**src/rtl/riscv_fetch.sv**
```systemverilog
// Instruction-fetch stage: owns the PC, issues word fetches over a req/gnt port,
// buffers in-order responses in a small FIFO and hands them to decode via valid/ready.
// A redirect flushes the FIFO and drops every response still in flight.
module riscv_fetch #(
  parameter int unsigned     XLEN     = 32,
  parameter logic [XLEN-1:0] RESET_PC = '0,
  parameter int unsigned     DEPTH    = 2
) (
  input  logic            CLK,
  input  logic            RST,
  output logic            imem_req,
  output logic [XLEN-1:0] imem_addr,
  input  logic            imem_gnt,
  input  logic            imem_rvalid,
  input  logic [XLEN-1:0] imem_rdata,
  input  logic            redirect_valid,
  input  logic [XLEN-1:0] redirect_pc,
  output logic            if_valid,
  output logic [XLEN-1:0] if_instr,
  output logic [XLEN-1:0] if_pc,
  input  logic            id_ready
);

  localparam int unsigned     AW  = $clog2(DEPTH);
  localparam int unsigned     CW  = $clog2(DEPTH + 1);
  localparam logic [XLEN-1:0] NOP = XLEN'(32'h0000_0013);

  logic [XLEN-1:0] pc_q, pc_d;
  logic [CW-1:0]   count_q, count_d;
  logic [CW-1:0]   outstanding_q, outstanding_d;
  logic [CW-1:0]   discard_q, discard_d;
  logic [AW-1:0]   wptr_q, wptr_d, rptr_q, rptr_d;
  logic [AW-1:0]   aq_wptr_q, aq_wptr_d, aq_rptr_q, aq_rptr_d;
  logic [XLEN-1:0] fifo_instr_q [DEPTH];
  logic [XLEN-1:0] fifo_pc_q    [DEPTH];
  logic [XLEN-1:0] aq_q         [DEPTH];

  logic          pop, grant, drop, push;
  logic [CW:0]   credit_used;

  assign imem_addr = pc_q;
  assign if_valid  = (count_q != '0);
  assign if_instr  = fifo_instr_q[rptr_q];
  assign if_pc     = fifo_pc_q[rptr_q];

  // Handshake decode; the request credit counts the slot freed by this cycle's pop.
  always_comb begin
    pop         = if_valid & id_ready & ~redirect_valid;
    credit_used = {1'b0, count_q} + {1'b0, outstanding_q} - {{CW{1'b0}}, pop};
    imem_req    = ~RST & ~redirect_valid & (credit_used < (CW + 1)'(DEPTH));
    grant       = imem_req & imem_gnt;
    drop        = imem_rvalid & (discard_q != '0);
    push        = imem_rvalid & ~drop & ~redirect_valid;
  end

  // Next-state for PC, counters and pointers; redirect overrides the FIFO state.
  always_comb begin
    pc_d          = pc_q;
    count_d       = count_q;
    outstanding_d = outstanding_q;
    discard_d     = discard_q;
    wptr_d        = wptr_q;
    rptr_d        = rptr_q;
    aq_wptr_d     = aq_wptr_q;
    aq_rptr_d     = aq_rptr_q;

    if (grant) begin
      pc_d      = pc_q + XLEN'(4);
      aq_wptr_d = aq_wptr_q + AW'(1);
    end
    if (imem_rvalid) aq_rptr_d = aq_rptr_q + AW'(1);

    case ({grant, imem_rvalid})
      2'b10:   outstanding_d = outstanding_q + CW'(1);
      2'b01:   outstanding_d = outstanding_q - CW'(1);
      default: ;
    endcase

    if (drop) discard_d = discard_q - CW'(1);
    if (push) wptr_d = wptr_q + AW'(1);
    if (pop)  rptr_d = rptr_q + AW'(1);

    case ({push, pop})
      2'b10:   count_d = count_q + CW'(1);
      2'b01:   count_d = count_q - CW'(1);
      default: ;
    endcase

    if (redirect_valid) begin
      pc_d    = redirect_pc & ~XLEN'(3);
      count_d = '0;
      wptr_d  = '0;
      rptr_d  = '0;
      // A response landing in the redirect cycle is already excluded here.
      discard_d = outstanding_q - CW'(imem_rvalid);
    end
  end

  // State registers and FIFO/address-queue storage.
  always_ff @(posedge CLK) begin
    if (RST) begin
      pc_q          <= RESET_PC;
      count_q       <= '0;
      outstanding_q <= '0;
      discard_q     <= '0;
      wptr_q        <= '0;
      rptr_q        <= '0;
      aq_wptr_q     <= '0;
      aq_rptr_q     <= '0;
      for (int unsigned i = 0; i < DEPTH; i++) begin
        fifo_instr_q[i] <= NOP;
        fifo_pc_q[i]    <= RESET_PC;
        aq_q[i]         <= '0;
      end
    end else begin
      pc_q          <= pc_d;
      count_q       <= count_d;
      outstanding_q <= outstanding_d;
      discard_q     <= discard_d;
      wptr_q        <= wptr_d;
      rptr_q        <= rptr_d;
      aq_wptr_q     <= aq_wptr_d;
      aq_rptr_q     <= aq_rptr_d;
      if (push) begin
        fifo_instr_q[wptr_q] <= imem_rdata;
        fifo_pc_q[wptr_q]    <= aq_q[aq_rptr_q];
      end
      if (grant) aq_q[aq_wptr_q] <= pc_q;
    end
  end

endmodule

```
**config.mk**
```make
export PLATFORM = sky130hd
export DESIGN_NAME = riscv_fetch
export DESIGN_NICKNAME = d
export VERILOG_FILES = /design/src/rtl/riscv_fetch.sv
export SDC_FILE = /design/constraint.sdc
export NUM_CORES = 1
export LEC_CHECK = 0
export CAP_MARGIN = 25
export CORE_ASPECT_RATIO = 1.25
export CORE_UTILIZATION = 55
export DETAILED_ROUTE_END_ITERATION = 10
export PLACE_DENSITY_LB_ADDON = 0.12
export SYNTH_ARGS = -nofsm -noshare
export SYNTH_HDL_FRONTEND = slang
export SYNTH_SLANG_ARGS = --single-unit
```
**constraint.sdc**
```tcl
create_clock -name CLK -period 14.1 [get_ports CLK]
set_clock_uncertainty 0.2 [all_clocks]
set_input_delay 2.82 -clock CLK [delete_from_list [all_inputs] [get_ports CLK]]
set_output_delay 2.82 -clock CLK [all_outputs]
set_load 0.01 [all_outputs]
```
# Word level (Yosys, flattened, before mapping)
# Memories as Yosys holds them, arrays and structs flattened. A register that Yosys moved wholly into a read port is not among the register bits.
# Index checks and enable logic that the tools add are counted.
dict set report word_totals {
  reg_bits 42
  ramBits 192
  out_inout_bits 98
  word_cells 80
  memories 3
}
# name words width read_ports rd_clocked_by_memory_dff wr line_no
set mem_list {}
lappend mem_list {aq_q 2 32 1 1 2 36} ;# logic [XLEN-1:0] aq_q [DEPTH];
lappend mem_list {fifo_instr_q 2 32 1 1 2 34} ;# logic [XLEN-1:0] fifo_instr_q [DEPTH];
lappend mem_list {fifo_pc_q 2 32 1 1 2 35} ;# logic [XLEN-1:0] fifo_pc_q [DEPTH];
dict set report classes {
  add_sub_neg 13
  n_lt_le_gt_ge 1
  eq_ne 4
  n_mux 29
  bitwise 11
  reduce_logical 10
}
# operator count
set ops {}
lappend ops {{$mux 32} 5}
lappend ops {{$reduce_or 32->1} 3}
lappend ops {{$add 32x3->32 const B} 1}
lappend ops {{$mux 1} 20}
lappend ops {{$reduce_bool 2->1} 6}
lappend ops {{$and 1x1->1} 8}
lappend ops {{$pmux 2 s2} 2}
lappend ops {{$sub 2x1->2 const B} 3}
lappend ops {{$add 1x1->1 const B} 4}
lappend ops {{$add 2x1->2 const B} 2}
lappend ops {{$eq 2x1->1 const B} 2}
lappend ops {{$eq 2x2->1 const B} 2}
lappend ops {{$mux 2} 2}
lappend ops {{$add 2x2->3} 1}
lappend ops {{$lt 3x2->1 const B} 1}
lappend ops {{$not 1->1} 3}
lappend ops {{$sub 3x1->3} 1}
lappend ops {{$reduce_or 2->1} 1}
lappend ops {{$sub 2x1->2} 1}

# Longest topological paths before layout
dict set report logic_depth {
  ltp_word 12
  ltp_mapped 17
  mapped_depth_nobuf 13
}

# Worst setup path after synthesis
# No wires, ideal clock.
dict set report synth_timing {
  path_type {in2out}
  start {in redirect_valid}
  end {out imem_req}
  arrival_ns 4.901
  t_required_ns 11.080
  slack_ns 6.179
  stages 9
  path_buffers 3
  path_cell_list {buf_2 > buf_1 > clkbuf_1 > nor2_1 > ha_1 > nand2b_1 > fa_1 > xor2_1 > and3_1}
}
dict set report synth_between {
  elab_chain_cells 5
  word_cells_on_any_way 6
  classes_between {1 x add/sub; 1 x order compare; 4 x bitwise}
}
# element line_no
set synth_rtl {}
lappend synth_rtl {{start: declaration} 16} ;# input logic redirect_valid,
lappend synth_rtl {{$not 1->1} 48} ;# pop = if_valid & id_ready & ~redirect_valid;
lappend synth_rtl {{$and 1x1->1} 48}
lappend synth_rtl {{via pop} 38} ;# logic pop, grant, drop, push;
lappend synth_rtl {{$sub 3x1->3} 49} ;# credit_used = {1'b0, count_q} + {1'b0, outstanding_q} - {{CW{1'b0}}, pop};
lappend synth_rtl {{$lt 3x2->1} 50} ;# imem_req = ~RST & ~redirect_valid & (credit_used < (CW + 1)'(DEPTH));
lappend synth_rtl {{$and 1x1->1} 50}
lappend synth_rtl {{end: declaration} 11} ;# output logic imem_req,
# The timed path passes the listed nets, and every way through them passes these cells.

# Final worst setup path
# Ends and elaborated chain as after synthesis.

==> metrics.cfg <==
[route]
drtIter0Drc = 399
drt-total-wl_um = 20700
drc_errors = 0
ant_nets = 0
drt_first_pass_iters = 5
routed-via-count = 6467
routed_via_density = 5.46
drt-wirelength-per-cell_um = 17.4

[synth]
yosys_warnings = 0
synth-adder-area-share_pct = 1.05
seq_area_frac_synth_pct = 62.4
synth-compound-area-share_pct = 4.34
synthTopCellsByCount = 184 x edfxtp_1, 89 x and2_1, 85 x nor2_1
yosys.area.top_type = edfxtp_1
synth_ff_type = edfxtp_1
synth_top_family_by_area = simple AND/OR/NAND/NOR gates
synth_edf_count = 184
synthesis.area_per_instance_um2 = 12.8
yosys.area.top_type_share_pct = 54.2
synthMuxAreaShare_pct = 10.2
ys_ff_latch = 226
synth.distinct_cells = 50
synth_most_common_cell = edfxtp_1
synth_cells = 797
yosys.area_share.simple_pct = 16.0
async_flop_share_pct = 0
syn_area_um2 = 10200
synth_xor_area_share_pct = 2.92
synthTopCellsByArea = edfxtp_1 54%, dfxtp_1 8.2%, mux2_2 7.0%, and2_1 5.5%, mux2i_1 3.2%

[finish]
drive_gt1_share_pct = 13.0
fillCellCount = 1239
nNetsFinal = 1019
final_util_pct = 70.1
seqCellArea_um2 = 6370
area_growth_syn_to_layout_pct = 24.5
multi_input_area_um2 = 3560
antennaDiodeCount = 0

[job]
max_cap_violations = 0

[setup_path]
startpoint_type = input pin
cp.arrival_ns = 5.51
cp_max_fo = 65
cp_cell_sequence = buf_2, buf_4, nor2_1, ha_1, nand2b_1, fa_1, xor2_1, and3_1, clkdlybuf4s50_1
worst-path-buf-inv = 3
crit_family = buffers and inverters
required_ns = 11.08
crit_slowest_cell = clkdlybuf4s50_1
cpPeakStageDelay_ns = 0.53
end_kind = output port
crit_type = input pin to output port

[clocking]
cts-root-buf = clkbuf_16
clockBufferDepth = 3
ctsHoldBuffers = 0
insertion_delay_ns = 0.50
cts_inserted_buffers = 22
ctsResizeCount = 0
clock_sinks = 226
cts_tree = done
htree_levels = 1
path_clk_slew_ns = 0.06
post_cts_buffers = 0

[timing]
fin_crit_ns = 8.53
fmax_ghz = 0.117
rsz0062_at_grt = no
hold_viol_final = 0
holdWs_ns = 0.322
max-slew-margin-rel_pct = 35.5
tightestPinTransition_ns = 0.966
fin_ws_ns = 5.57
period_share_pct = 60.5
setup_viol_count_final = 0
final_max_slew_viol_count = 0
setup_tns_ns = 0

[place]
numPortBuffers = 161
dp_slack_ns = 5.58
hpwlAfterDp_um = 13100
gp_congestion = 0.831

[power]
power.density_nw_per_um2 = 120
p_leak_nw = 4.71
total_power_w = 0.00152
ir_worst_vdd_mv = 0.0840

[die]
rows = 55
start_util_pct = 56.4
ioPinCount = 168
die_x_um = 124
coreArea_um2 = 18100
die_h_um = 154
die_area_um2 = 19100

[global_routing]
gr-total-overflow = 0
antenna_found_initial = 0
grt_start_max_net_pins = 66
grt_pass1_wl_um = 32400
grt_use_total_pct = 21.5
grt_pass1_vias = 6502

[status]
status = finished, final reports clean

[hold_path]
min_path_type = register to register

==> state kept, by name, summed over array words and instances, names as in the netlist, named ones only <==
signal / flops
aq_rptr_q: 1
fifo_pc_q: 60
discard_q: 2
aq_q: 60
count_q: 2
imem_addr: 30
aq_wptr_q: 1
wptr_q: 1
rptr_q: 1
outstanding_q: 2
fifo_instr_q: 64
==> power by group <==
part	total [W]	switching, W	internal, W	leakage [nW]
sequential	0.000785	0.0000239	0.000761	2.24
combinational	0.000176	0.0000854	0.0000905	2.14
clock	0.000558	0.000239	0.000319	0.329
==> path summary, 6_finish.rpt <==
check / from / to / slack (ns) / cells past startpoint
worst max-delay path: redirect_valid / imem_req / 5.57 / 9
worst min-delay path: aq_rptr_q / aq_rptr_q / 0.32 / 2
worst max register to register: count_q[0] / aq_q[0][24] / 9.80 / 12
worst min register to register: aq_rptr_q / aq_rptr_q / 0.32 / 2
==> metal layers <==
metal  GRT usage (%)  up-vias  routed length (um)
met5               0        -                   0
met4            6.08        0                 444
met3            3.10       34                1220
met2            37.5      197               10400
met1            27.6     3100                8550
li1                -     3136                   -
==> area by class of cell <==
cell class | count | share of cell area, %
Clock inverter | 9 | 0.591
Multi-Input combinational cell | 502 | 28.0
Sequential cell | 226 | 50.2
Tap cell | 228 | 2.25
Timing Repair Buffer | 174 | 13.8
Inverter | 15 | 0.444
Clock buffer | 31 | 4.77
==> cells in the final DEF, fill, tap and decap left out, types with 8 or more instances in the layout <==
cell,n
mux2i_1,33
nand4_1,11
clkbuf_1,8
nor2_1,84
and3_1,35
xor2_1,19
o22ai_1,14
and2_1,89
clkbuf_16,23
clkdlybuf4s50_1,159
nand2b_1,8
edfxtp_1,184
mux2_2,63
a21oi_1,16
inv_1,14
nor2b_1,13
dfxtp_1,41
nand2_1,13
nor3_1,9
nand3_1,9
buf_4,9
a22oi_1,13
xnor2_1,15
==> per-stage QoR <==
step	cells	cell area, um^2
after floorplan	800	10200
after global placement	1141	11900
after detailed placement	1143	12000
after CTS	1183	12700
after global routing	1185	12700
final	1185	12700
==> logic make-up after synthesis <==
group,count (synthesis)
mux,96
compound gates,68
fa+ha+maj,8
other cells,1
flops,226
xor+xnor,34
simple gates,292
buf+inv,72
==> worst reg2reg max path, delay by kind of cell (launching register included) <==
| family | cells | cell delay (ns) |
|---|---|---|
| DFF | 1 | 0.35 |
| and+or+nand+nor | 8 | 1.97 |
| adders and majority gates | 2 | 0.81 |
| buffers and inverters | 2 | 0.57 |
Power figures use the tool's default switching activity.
